==> config.mk <==
export PLATFORM = sky130hd
export DESIGN_NAME = filter_frame_ctrl
export DESIGN_NICKNAME = d
export VERILOG_FILES = /design/src/rtl/filter_frame_ctrl.sv
export SDC_FILE = /design/constraint.sdc
export NUM_CORES = 1
export LEC_CHECK = 0
export CORE_MARGIN = 5
export CORE_UTILIZATION = 40
export CTS_CLUSTER_DIAMETER = 50
export DETAILED_ROUTE_END_ITERATION = 16
export PLACE_DENSITY = 0.67
export SLEW_MARGIN = 20
export SYNTH_ARGS = -nofsm -noshare
export SYNTH_HDL_FRONTEND = slang
export SYNTH_SLANG_ARGS = --single-unit
==> constraint.sdc <==
create_clock -name clk -period 8.6 [get_ports clk]
set_input_delay 2.58 -clock clk [delete_from_list [all_inputs] [get_ports clk]]
set_output_delay 2.58 -clock clk [all_outputs]
set_load 0.005 [all_outputs]
==> src/rtl/filter_frame_ctrl.sv <==
// -----------------------------------------------------------------------------
// filter_frame_ctrl
//
// Frame-level sequencer for the masked 2D filter. A start command latches the
// frame configuration (height, width, kernel size), which is validated for one
// cycle. A valid frame releases the address generator from reset and every
// output-pixel write it issues is counted and checked against raster order.
// After the last write the sequencer waits for the datapath pipeline to drain,
// then pulses done. Invalid configurations park the block in an error state.
//
// Ports
//   clk        system clock, all state on posedge
//   rst        asynchronous, active-low reset
//   start      frame start request (single-cycle or held)
//   abort      cancel the current frame
//   h_in/w_in  frame height / width in pixels
//   n_in       kernel size (must be odd, <= MAX_N)
//   wr_en      write strobe from the address generator
//   wr_addr    write address from the address generator
//   h/w/n      latched configuration, stable for the whole frame
//   gen_rst    active-low reset to the address generator (low = held)
//   busy       frame in progress (LOAD/RUN/DRAIN)
//   done       one-cycle pulse, frame completed
//   err        configuration error, sticky until the next accepted start
//   seq_err    write address sequence error, sticky until next accepted start
//   pix_count  writes counted in the current frame
// -----------------------------------------------------------------------------
module filter_frame_ctrl #(
   parameter int WORD  = 16,
   parameter int MAX_N = 25,
   parameter int DRAIN = 3
) (
   input  logic              clk,
   input  logic              rst,
   input  logic              start,
   input  logic              abort,
   input  logic [WORD-1:0]   h_in,
   input  logic [WORD-1:0]   w_in,
   input  logic [WORD-1:0]   n_in,
   input  logic              wr_en,
   input  logic [WORD:0]     wr_addr,
   output logic [WORD-1:0]   h,
   output logic [WORD-1:0]   w,
   output logic [WORD-1:0]   n,
   output logic              gen_rst,
   output logic              busy,
   output logic              done,
   output logic              err,
   output logic              seq_err,
   output logic [2*WORD-1:0] pix_count
);

   typedef enum logic [2:0] {
      S_IDLE,
      S_LOAD,
      S_RUN,
      S_DRAIN,
      S_ERR
   } state_e;

   localparam int DCW = (DRAIN > 1) ? $clog2(DRAIN) : 1;

   // Largest frame the WORD+1 bit address bus can cover.
   localparam logic [2*WORD-1:0] ADDR_SPACE = (2*WORD)'(1) << (WORD + 1);

   state_e              state_q, state_d;
   logic [WORD-1:0]     h_q, h_d;
   logic [WORD-1:0]     w_q, w_d;
   logic [WORD-1:0]     n_q, n_d;
   logic [2*WORD-1:0]   total_q, total_d;
   logic [2*WORD-1:0]   pix_q, pix_d;
   logic [DCW-1:0]      drain_cnt_q, drain_cnt_d;
   logic                gen_rst_q, gen_rst_d;
   logic                busy_q, busy_d;
   logic                done_q, done_d;
   logic                err_q, err_d;
   logic                seq_err_q, seq_err_d;

   logic [2*WORD-1:0]   area;
   logic                cfg_ok;

   assign area   = (2*WORD)'(h_q) * (2*WORD)'(w_q);
   assign cfg_ok = (h_q != '0) && (w_q != '0) && n_q[0] &&
                   (n_q <= WORD'(MAX_N)) && (area <= ADDR_SPACE);

   // NOTE: every signal assigned here gets a default first, so no path through
   // the case statement can leave a value unassigned and infer a latch.
   always_comb begin
      state_d     = state_q;
      h_d         = h_q;
      w_d         = w_q;
      n_d         = n_q;
      total_d     = total_q;
      pix_d       = pix_q;
      drain_cnt_d = drain_cnt_q;
      err_d       = err_q;
      seq_err_d   = seq_err_q;
      done_d      = 1'b0;

      unique case (state_q)
         S_IDLE, S_ERR: begin
            // start outranks abort here; abort has no meaning outside a frame.
            if (start) begin
               h_d       = h_in;
               w_d       = w_in;
               n_d       = n_in;
               err_d     = 1'b0;
               seq_err_d = 1'b0;
               pix_d     = '0;
               state_d   = S_LOAD;
            end
         end

         S_LOAD: begin
            if (abort) begin
               state_d = S_IDLE;
            end else if (cfg_ok) begin
               total_d = area;
               state_d = S_RUN;
            end else begin
               err_d   = 1'b1;
               state_d = S_ERR;
            end
         end

         S_RUN: begin
            if (abort) begin
               state_d = S_IDLE;
            end else if (wr_en) begin
               // Expected address is simply the running write count.
               if (wr_addr != pix_q[WORD:0]) begin
                  seq_err_d = 1'b1;
               end
               if (pix_q < total_q) begin
                  pix_d = pix_q + 1'b1;
               end
               if (pix_q == total_q - 1'b1) begin
                  drain_cnt_d = '0;
                  state_d     = S_DRAIN;
               end
            end
         end

         S_DRAIN: begin
            if (abort) begin
               state_d = S_IDLE;
            end else begin
               // Writes after the last pixel are illegal and not counted.
               if (wr_en) begin
                  seq_err_d = 1'b1;
               end
               if (drain_cnt_q == DCW'(DRAIN - 1)) begin
                  done_d  = 1'b1;
                  state_d = S_IDLE;
               end else begin
                  drain_cnt_d = drain_cnt_q + 1'b1;
               end
            end
         end

         default: state_d = S_IDLE;
      endcase

      // Status outputs are registered from the next state so they line up
      // with the state they describe.
      gen_rst_d = (state_d == S_RUN);
      busy_d    = (state_d == S_LOAD) || (state_d == S_RUN) || (state_d == S_DRAIN);
   end

   // NOTE: sequential state uses non-blocking assignments only, so every flop
   // samples the values from before this edge regardless of statement order.
   always_ff @(posedge clk or negedge rst) begin
      if (!rst) begin
         state_q     <= S_IDLE;
         h_q         <= '0;
         w_q         <= '0;
         n_q         <= '0;
         total_q     <= '0;
         pix_q       <= '0;
         drain_cnt_q <= '0;
         gen_rst_q   <= 1'b0;
         busy_q      <= 1'b0;
         done_q      <= 1'b0;
         err_q       <= 1'b0;
         seq_err_q   <= 1'b0;
      end else begin
         state_q     <= state_d;
         h_q         <= h_d;
         w_q         <= w_d;
         n_q         <= n_d;
         total_q     <= total_d;
         pix_q       <= pix_d;
         drain_cnt_q <= drain_cnt_d;
         gen_rst_q   <= gen_rst_d;
         busy_q      <= busy_d;
         done_q      <= done_d;
         err_q       <= err_d;
         seq_err_q   <= seq_err_d;
      end
   end

   assign h         = h_q;
   assign w         = w_q;
   assign n         = n_q;
   assign gen_rst   = gen_rst_q;
   assign busy      = busy_q;
   assign done      = done_q;
   assign err       = err_q;
   assign seq_err   = seq_err_q;
   assign pix_count = pix_q;

endmodule

==> impl_metrics.py, run 1 <==
metrics = {
    "drt": {
        "routed_via_density": 5.44,
        "routed_wl_um": 46200,
        "drc": 0,
        "drt_first_pass_iters": 5,
        "vias": 13300,
        "ant_nets": 0,
        "drt-initial-drc-count": 919,
        "wire_per_inst_um": 18.9,
    },
    "finish": {
        "areaGrowthSynthToFinish_pct": 16.3,
        "num-fill-cells": 3675,
        "layout.nets": 2325,
        "final_common_cell": "nand2_1",
        "fin_cells": 2452,
        "final_cell_mix": "nand2_1, inv_1, fa_1, clkdlybuf4s50_1, ha_1",
        "multi_input_area_mm2": 0.0114,
        "layout-drive-gt1-share": 0.0429,
        "seqCellArea_mm2": 0.00305,
        "n_antenna_cell": 0,
    },
    "sta": {
        "worstMarginPinSlew_ns": 0.993,
        "whs_ns": 0.489,
        "max_freq_ghz": 0.126,
        "hold_viol": 0,
        "slew_headroom": 0.332,
        "setup_viol": 0,
        "skew_ns": 0.0188,
        "fin_crit_sh": 0.922,
        "maxSlewViolCount": 0,
        "min_period_ns": 7.93,
        "setup_tns_ns": 0,
        "rsz0062_at_grt": "false",
    },
    "setup_path": {
        "crit_family": "adder cells",
        "path_cells": "nand2_1, fa_1, fa_1, inv_1, fa_1, inv_1, fa_1, fa_1, inv_1, fa_1, ha_1, a21oi_1, o21ai_0, a211o_1, nor3_1, xor2_1, nand2_1, or4_1, nor4_2, buf_4, nand3_1, buf_4, mux2_2",
        "cp.arrival_ns": 8.26,
        "start_kind": "register",
        "path_class": "reg -> reg",
        "cp_num_buf_inv": 5,
        "slowest_stage": "dfrtp_1",
        "required_ns": 8.93,
        "crit_path_frequent_cell": "fa_1",
        "endpoint_kind": "register",
        "cpPeakStageDelay_ns": 0.79,
        "cp_max_fo": 19,
    },
    "synth": {
        "synth_ff_type": "dfrtp_1",
        "syn-num-nets": 2231,
        "synth.top_cell.area_share": 0.246,
        "syn_area_mm2": 0.0158,
        "synthTopCellsByArea": "fa_1, dfrtp_1, ha_1",
        "async_flop_share": 1.00,
        "synth_edf_count": 0,
        "synth_largest_area_cell": "fa_1",
        "syn_area_per_cell_um2": 8.62,
        "ys_seq_area_frac": 0.194,
        "yosys_warnings": 0,
        "synth_cell_types": 67,
        "synth-seq-cells": 122,
        "synthCells": 1828,
    },
    "floorplan": {
        "boundaryPins": 155,
        "num_rows": 72,
        "die_y_um": 209,
        "die-width_um": 209,
        "core-area_mm2": 0.0388,
        "die-area_mm2": 0.0435,
        "start_util": 0.406,
    },
    "clock_network": {
        "cts_tree": "done",
        "cts_buffers": 17,
        "htreeDepth": 4,
        "post_cts_buffers": 0,
        "cts_buffer_depth": 2,
        "cts_root_buffer": "clkbuf_16",
        "clk_pin_slew_ns": 0.06,
        "insertion_delay_ns": 0.46,
        "hold_buffers": 0,
        "cts.sink_count": 122,
        "cts_resized": 0,
    },
    "run": {
        "maxCapViolCount": 0,
    },
    "placement": {
        "gp_congestion": 0.939,
        "hpwlAfterDp_um": 35600,
        "dp_cells": 2421,
        "port_buffers": 154,
    },
    "global_routing": {
        "grt_use_total": 0.214,
        "grt_pass1_wl_um": 75300,
        "overflow": 0,
        "grt_pass1_vias": 13900,
        "grt_max_degree": 74,
        "antenna_found_initial": 0,
    },
    "power_and_ir_drop": {
        "p_leak_nw": 8.42,
        "ir_drop_v": 0.000566,
        "p_per_area_mw_per_mm2": 388,
    },
    "run_status": {
        "outcome": "finished clean",
    },
    "hold_path": {
        "worst_hold_path_type": "reg -> reg",
    },
}
-- sequential cells by signal (all words and copies together), names as in the netlist --
register and cells:
h 16, drain_cnt_q 2, pix_count 32, done 1
w 16, busy 1, seq_err 1, gen_rst 1
err 1, total_q 32, n 16, state_q 3
-- worst paths after layout --
kind                       from           to  slack, ns  cells after the start
max                        w[6]  total_q[16]       0.67                     23
max reg2reg                w[6]  total_q[16]       0.67                     23
min                         err          err       0.49                      2
min reg2reg                 err          err       0.49                      2
min in group asynchronous   rst        n[15]       2.12                      1
max in group asynchronous   rst  total_q[26]       5.44                      2
-- worst register-to-register path: stages (launching register included) --
cell and delay, ns:
dfrtp_1 0.79, nand2_1 0.18, fa_1 0.55, fa_1 0.56, inv_1 0.06, fa_1 0.49
inv_1 0.05, fa_1 0.46, fa_1 0.54, inv_1 0.05, fa_1 0.47, ha_1 0.41
a21oi_1 0.18, o21ai_0 0.28, a211o_1 0.37, nor3_1 0.41, xor2_1 0.20, nand2_1 0.06
or4_1 0.49, nor4_2 0.25, buf_4 0.25, nand3_1 0.16, buf_4 0.26, mux2_2 0.29
-- metrics by stage --
step / area, um2 / setup WS [ns] / total power (W) / utilization
2_1_floorplan: 15800 / 1.09 / 0.00487 / -
3_3_place_gp: 17800 / 0.982 / 0.00628 / 0.457
3_5_place_dp: 17800 / 0.757 / 0.00633 / 0.457
4_1_cts: 18300 / 0.717 / 0.00714 / 0.472
5_1_grt: 18300 / 0.303 / 0.00785 / 0.472
6_report: 18300 / 0.667 / 0.00712 / 0.472
-- metal layers --
metal	part of all wire	global-route usage	up-vias
li1	-	-	6155
met2	0.48	0.355	477
met1	0.43	0.284	6630
met3	0.059	0.0328	77
met4	0.030	0.0790	0
met5	0	0	-
-- logic make-up (layout without fill, tap and decap cells) --
logic type / Yosys count / in the layout / share of synthesized area
multiplexers: 26 / 26 / 0.0178
XOR/XNOR: 80 / 80 / 0.0444
buffers and inverters: 345 / 451 / 0.0823
AND/OR/NAND/NOR: 689 / 689 / 0.210
AO/OA/AOI/OAI: 233 / 233 / 0.0957
flip-flops: 122 / 122 / 0.194
adder cells (fa/ha/maj): 333 / 333 / 0.357
-- cell usage after synthesis, types with 3 or more instances --
library cell / instances
xor2_1: 28
a211oi_1: 8
mux2i_1: 10
nand2_1: 372
a211o_1: 6
clkbuf_1: 96
or3_1: 18
nor2b_1: 6
a21bo_2: 3
and4_1: 7
ha_1: 139
o211ai_1: 11
a21oi_1: 65
o31ai_1: 6
xnor2_1: 52
a31oi_1: 20
nand3_1: 34
mux2_2: 15
o21ai_0: 50
nor3_1: 22
nand4_1: 30
nand2b_1: 8
nor4_1: 24
buf_1: 4
or4_1: 16
o31a_1: 3
a21boi_0: 4
nor2_1: 36
and3_1: 7
fa_1: 194
dfrtp_1: 122
nor4b_1: 3
a21o_1: 17
nand3b_1: 7
and2_1: 88
inv_1: 243
o21a_1: 16
-- area by class of cell --
cell class                 count  area share
multi-input combinational   1361       0.623
sequential                   122       0.166
timing repair buffer         177      0.0933
inverter                     243      0.0497
tap                          518      0.0353
clock buffer                  20      0.0238
clock inverter                11     0.00812
-- power by group --
group          switching, W  internal, W
Clock              0.000299     0.000453
Combinational       0.00335      0.00230
Sequential         0.000123     0.000603
Total               0.00377      0.00335
Power figures use the tool's default switching activity.
==> run 2: changes to the inputs <==
--- a/config.mk
+++ b/config.mk
@@ -10,6 +10,7 @@
 export CTS_CLUSTER_DIAMETER = 50
 export DETAILED_ROUTE_END_ITERATION = 16
 export PLACE_DENSITY = 0.67
+export RECOVER_POWER = 25
 export SLEW_MARGIN = 20
 export SYNTH_ARGS = -nofsm -noshare
 export SYNTH_HDL_FRONTEND = slang
==> impl_metrics.py, run 2 (synthesis gave the netlist of run 1 again) <==
metrics = {
    "setup_path": {
        "slowest_stage": "dfrtp_1",
        "worstReg2RegStart": "w[6]",
        "crit_family": "adder cells",
        "cp_max_fo": 19,
        "path_cells": "nand2_1, fa_1, fa_1, inv_1, fa_1, inv_1, fa_1, fa_1, inv_1, fa_1, ha_1, a21oi_1, o21ai_0, a211o_1, nor3_1, xor2_1, nand2_1, or4_1, nor4_2, buf_4, nand3_1, buf_4, mux2_2",
        "crit_path_frequent_cell": "fa_1",
        "crit_start": "w[6]",
        "cp.arrival_ns": 8.27,
        "required_ns": 8.93,
        "start_kind": "register",
        "endpoint_kind": "register",
        "path_class": "reg -> reg",
        "cpPeakStageDelay_ns": 0.80,
        "cp_num_buf_inv": 5,
    },
    "hold_path": {
        "hp-start": "err",
        "worst_hold_path_type": "reg -> reg",
    },
    "sta": {
        "maxSlewViolCount": 127,
        "slew_headroom": -0.655,
        "whs_ns": 0.489,
        "setup_viol": 0,
        "worstMarginPinSlew_ns": 2.48,
        "skew_ns": 0.0189,
        "min_period_ns": 7.93,
        "rsz0062_at_grt": "false",
        "max_freq_ghz": 0.126,
        "hold_viol": 0,
        "setup_tns_ns": 0,
        "fin_crit_sh": 0.923,
    },
    "drt": {
        "drc": 0,
        "drt_first_pass_iters": 6,
        "routed_wl_um": 46200,
        "routed_via_density": 5.44,
        "vias": 13300,
        "drt-initial-drc-count": 895,
        "ant_nets": 0,
        "wire_per_inst_um": 18.9,
    },
    "placement": {
        "hpwlAfterDp_um": 35600,
        "gp_congestion": 0.939,
        "dp_cells": 2421,
        "port_buffers": 154,
    },
    "run_status": {
        "outcome": "finished with violations",
        "violations": "capacitance limit, slew limit",
    },
    "finish": {
        "fin_cells": 2452,
        "num-fill-cells": 3673,
        "final_common_cell": "nand2_1",
        "multi_input_area_mm2": 0.0114,
        "layout.nets": 2325,
        "areaGrowthSynthToFinish_pct": 16.2,
        "final_cell_mix": "nand2_1, inv_1, fa_1, clkdlybuf4s50_1, ha_1",
        "n_antenna_cell": 0,
        "layout-drive-gt1-share": 0.0414,
        "post-route-util": 0.472,
        "seqCellArea_mm2": 0.00305,
    },
    "global_routing": {
        "overflow": 0,
        "use_met2": 0.355,
        "grt_use_total": 0.214,
        "grt_pass1_vias": 13900,
        "busiest_layer": "met2",
        "grt_max_degree": 74,
        "use_met3": 0.0328,
        "use_met1": 0.284,
        "grt_pass1_wl_um": 75300,
        "antenna_found_initial": 0,
    },
    "clock_network": {
        "clk_pin_slew_ns": 0.06,
        "insertion_delay_ns": 0.46,
        "cts_resized": 0,
        "cts.sink_count": 122,
        "post_cts_buffers": 0,
        "cts_tree": "done",
        "hold_buffers": 0,
        "cts_root_buffer": "clkbuf_16",
        "cts_buffers": 17,
        "cts_buffer_depth": 2,
        "htreeDepth": 4,
    },
    "power_and_ir_drop": {
        "p_leak_nw": 8.41,
        "p_per_area_mw_per_mm2": 388,
        "ir_drop_v": 0.000565,
    },
    "floorplan": {
        "die-area_mm2": 0.0435,
        "core-area_mm2": 0.0388,
        "die-width_um": 209,
        "die_y_um": 209,
        "num_rows": 72,
        "start_util": 0.406,
        "boundaryPins": 155,
    },
    "run": {
        "maxCapViolCount": 3,
    },
}
-- run 2: changes by cell type in the layout (fill, tap and decap cells not counted), sizes merged --
cell           previous run  this run
clkbuf                   20        23
dlygate4sd3               0         1
buf                      24        21
clkdlybuf4s50           153       152
-- run 2: cell type report --
class | instances | area share
clock buffer | 20 | 0.0238
clock inverter | 11 | 0.00813
inverter | 243 | 0.0498
multi-input combinational | 1361 | 0.624
sequential | 122 | 0.167
tap | 518 | 0.0354
timing repair buffer | 177 | 0.0928
-- run 2: routing by layer --
layer  vias up  share of wire
met2       475           0.48
met4         0          0.029
met3        76          0.059
met5         -              0
met1      6641           0.43
li1       6153              -
-- run 2: per-stage QoR --
| step | worst slack [ns] | area (um2) | total power [W] |
|---|---|---|---|
| final | 0.666 | 18300 | 0.00712 |
| after global routing | 0.303 | 18300 | 0.00785 |
| after CTS | 0.717 | 18300 | 0.00714 |
| after detailed placement | 0.757 | 17800 | 0.00633 |
| after global placement | 0.982 | 17800 | 0.00628 |
| after floorplan | 1.09 | 15800 | 0.00487 |
-- run 2: report_power, final --
part,internal (W),leakage [nW],total (W),switching [W]
clock,0.000453,0.276,0.000753,0.000300
combinational,0.00229,6.62,0.00564,0.00334
sequential,0.000603,1.51,0.000727,0.000124
-- run 2: path summary, 6_finish.rpt --
check / end / slack (ns) / cells after the start
worst min-delay path: err / 0.49 / 2
worst max register to register: total_q[16] / 0.67 / 23
worst max-delay path: total_q[16] / 0.67 / 23
worst min register to register: err / 0.49 / 2
min in group asynchronous: n[15] / 2.86 / 1
max in group asynchronous: total_q[25] / 2.44 / 2
-- run 2: worst min-delay path: stages (launching register included) --
cell and delay (ns):
dfrtp_1 0.35, nand2_1 0.05, nand2_1 0.06
==> run 3: changes to the inputs <==
--- a/config.mk
+++ b/config.mk
@@ -5,6 +5,8 @@
 export SDC_FILE = /design/constraint.sdc
 export NUM_CORES = 1
 export LEC_CHECK = 0
+export ABC_AREA = 1
+export ABC_CLOCK_PERIOD_IN_PS = 8600
 export CORE_MARGIN = 5
 export CORE_UTILIZATION = 40
 export CTS_CLUSTER_DIAMETER = 50
==> impl_metrics.py, run 3 <==
metrics = {
    "finish": {
        "layout.nets": 2865,
        "num-fill-cells": 4229,
        "n_antenna_cell": 0,
        "post-route-util": 0.464,
        "layout-drive-gt1-share": 0.0356,
        "areaGrowthSynthToFinish_pct": 14.3,
        "fin_cells": 3014,
        "final_cell_mix": "nand2_1, inv_1, fa_1, nor2_1, clkdlybuf4s50_1",
        "final_common_cell": "nand2_1",
    },
    "power_and_ir_drop": {
        "p_leak_nw": 10.3,
        "p_per_area_mw_per_mm2": 422,
        "ir_drop_v": 0.000456,
    },
    "sta": {
        "max_freq_ghz": 0.138,
        "setup_viol": 0,
        "hold_viol": 0,
        "worstMarginPinSlew_ns": 2.64,
        "setup_tns_ns": 0,
        "slew_headroom": -0.757,
        "whs_ns": 0.494,
        "skew_ns": 0.0133,
        "rsz0062_at_grt": "false",
        "maxSlewViolCount": 127,
        "fin_crit_sh": 0.840,
        "min_period_ns": 7.22,
    },
    "clock_network": {
        "cts_buffer_depth": 2,
        "clk_pin_slew_ns": 0.06,
        "cts.sink_count": 122,
        "cts_tree": "done",
        "cts_resized": 0,
        "insertion_delay_ns": 0.43,
        "htreeDepth": 4,
        "hold_buffers": 0,
        "post_cts_buffers": 0,
        "cts_buffers": 17,
        "cts_root_buffer": "clkbuf_16",
    },
    "setup_path": {
        "cp.arrival_ns": 7.52,
        "endpoint_kind": "register",
        "rr_endpoint": "total_q[20]",
        "r2r_cells": 25,
        "r2r_setup_slack_ns": 1.38,
        "worstReg2RegStart": "h[11]",
        "required_ns": 8.90,
        "start_kind": "register",
        "path_class": "reg -> reg",
        "cp_max_fo": 22,
    },
    "floorplan": {
        "die-area_mm2": 0.0470,
        "num_rows": 75,
        "boundaryPins": 155,
        "die_y_um": 217,
        "die-width_um": 217,
        "start_util": 0.406,
        "core-area_mm2": 0.0421,
    },
    "drt": {
        "wire_per_inst_um": 17.1,
        "routed_via_density": 5.09,
        "ant_nets": 0,
        "drt-initial-drc-count": 1108,
        "drc": 0,
        "vias": 15400,
        "routed_wl_um": 51600,
        "drt_first_pass_iters": 5,
    },
    "global_routing": {
        "grt_pass1_wl_um": 83600,
        "overflow": 0,
        "grt_use_total": 0.221,
        "grt_max_degree": 51,
        "grt_pass1_vias": 16100,
        "antenna_found_initial": 0,
    },
    "synth": {
        "synth_cell_types": 46,
        "syn_area_mm2": 0.0171,
        "syn_area_per_cell_um2": 7.18,
        "syn-num-nets": 2785,
        "async_flop_share": 1.00,
        "synthTopCellsByArea": "fa_1, dfrtp_1, nand2_1",
        "synth_ff_type": "dfrtp_1",
        "synth_edf_count": 0,
        "yosys-top-cells-count": "nand2_1, inv_1, fa_1",
        "synthCells": 2382,
        "synth-seq-cells": 122,
        "synth_most_common_cell": "nand2_1",
        "synth.top_cell.area_share": 0.227,
        "ys_seq_area_frac": 0.179,
        "synth_largest_area_cell": "fa_1",
        "yosys_warnings": 0,
    },
    "placement": {
        "gp_congestion": 0.917,
        "dp_cells": 2982,
        "port_buffers": 154,
        "hpwlAfterDp_um": 41300,
    },
    "hold_path": {
        "min_path_cells": 2,
        "worstHoldEndpoint": "total_q[2]",
        "hp-start": "total_q[2]",
        "worst_hold_path_type": "reg -> reg",
    },
    "run": {
        "maxCapViolCount": 3,
    },
    "run_status": {
        "outcome": "finished with violations",
        "violations": "capacitance limit, slew limit",
    },
}
-- run 3: changes by cell type in the layout (fill, tap and decap cells not counted), moves of 16 or more --
cell / delta
or4_1: -16
nor2_1: +143
a21oi_1: -25
nand3_1: +43
nand2_1: +412
xor2_1: +31
inv_1: +199
or3_1: -18
a31oi_1: -19
and2_1: -84
o21ai_0: -22
xnor2_1: -17
-- run 3: power breakdown --
| group | total (W) | switching [W] | internal [W] |
|---|---|---|---|
| clock network | 0.000729 | 0.000276 | 0.000453 |
| logic | 0.00677 | 0.00437 | 0.00240 |
| registers | 0.000750 | 0.000147 | 0.000603 |
| total | 0.00825 | 0.00480 | 0.00345 |
-- run 3: per-stage QoR --
step / worst slack (ns) / total power (W) / cell area (um2)
detailed placement: 1.45 / 0.00753 / 19000
finish: 1.38 / 0.00825 / 19500
floorplan: 2.63 / 0.00584 / 17100
global route: 0.912 / 0.00926 / 19500
CTS: 1.41 / 0.00830 / 19600
global placement: 1.62 / 0.00745 / 19000
-- run 3: area by class of cell --
cell class / instances / area [um2] / share of cell area
sequential: 122 / 3050 / 0.156
timing repair buffer: 164 / 1600 / 0.0820
clock inverter: 13 / 153 / 0.00781
multi-input combinational: 1704 / 11900 / 0.610
tap: 539 / 674 / 0.0345
inverter: 453 / 1700 / 0.0870
clock buffer: 19 / 433 / 0.0221
-- run 3: per-layer routing --
layer / vias up / global-route usage / share of wire
met5: - / 0 / 0
met4: 0 / 0.0823 / 0.039
met3: 117 / 0.0299 / 0.050
met2: 488 / 0.408 / 0.52
met1: 7443 / 0.261 / 0.39
li1: 7303 / - / -
-- run 3: cells by family after synthesis --
family                   count (synthesis)  share of synthesized area
AO/OA/AOI/OAI                           97                     0.0328
XOR/XNOR                                94                     0.0481
adder cells (fa/ha/maj)                333                      0.329
buffers and inverters                  556                      0.124
flip-flops                             122                      0.179
AND/OR/NAND/NOR                       1180                      0.288
-- run 3: worst max-delay path by stage --
| stage | startpoint | to | slack (ns) |
|---|---|---|---|
| floorplan | h[9] | total_q[17] | 2.63 |
| detailed placement | h[11] | total_q[20] | 1.45 |
| global route | h[11] | total_q[25] | 0.91 |
| finish | h[11] | total_q[20] | 1.38 |
| global placement | w[6] | total_q[31] | 1.62 |
| CTS | h[11] | total_q[20] | 1.41 |
-- run 3: critical path, cell delays in order, from the launching register on --
cell and delay (ns):
dfrtp_1 0.99, nand2_1 0.20, fa_1 0.55, fa_1 0.59, fa_1 0.45, fa_1 0.49, fa_1 0.50, fa_1 0.59
inv_1 0.05, ha_1 0.36, nand2_1 0.15, nor2_1 0.17, nand3_1 0.14, nand3_2 0.13, nand2_1 0.08, nand2_1 0.08
nand2_1 0.07, nand2_1 0.07, nand2_1 0.05, nand2_1 0.06, nand2_1 0.06, nor2_2 0.55, nand4_2 0.16, buf_4 0.24
inv_2 0.22, nor2_1 0.07
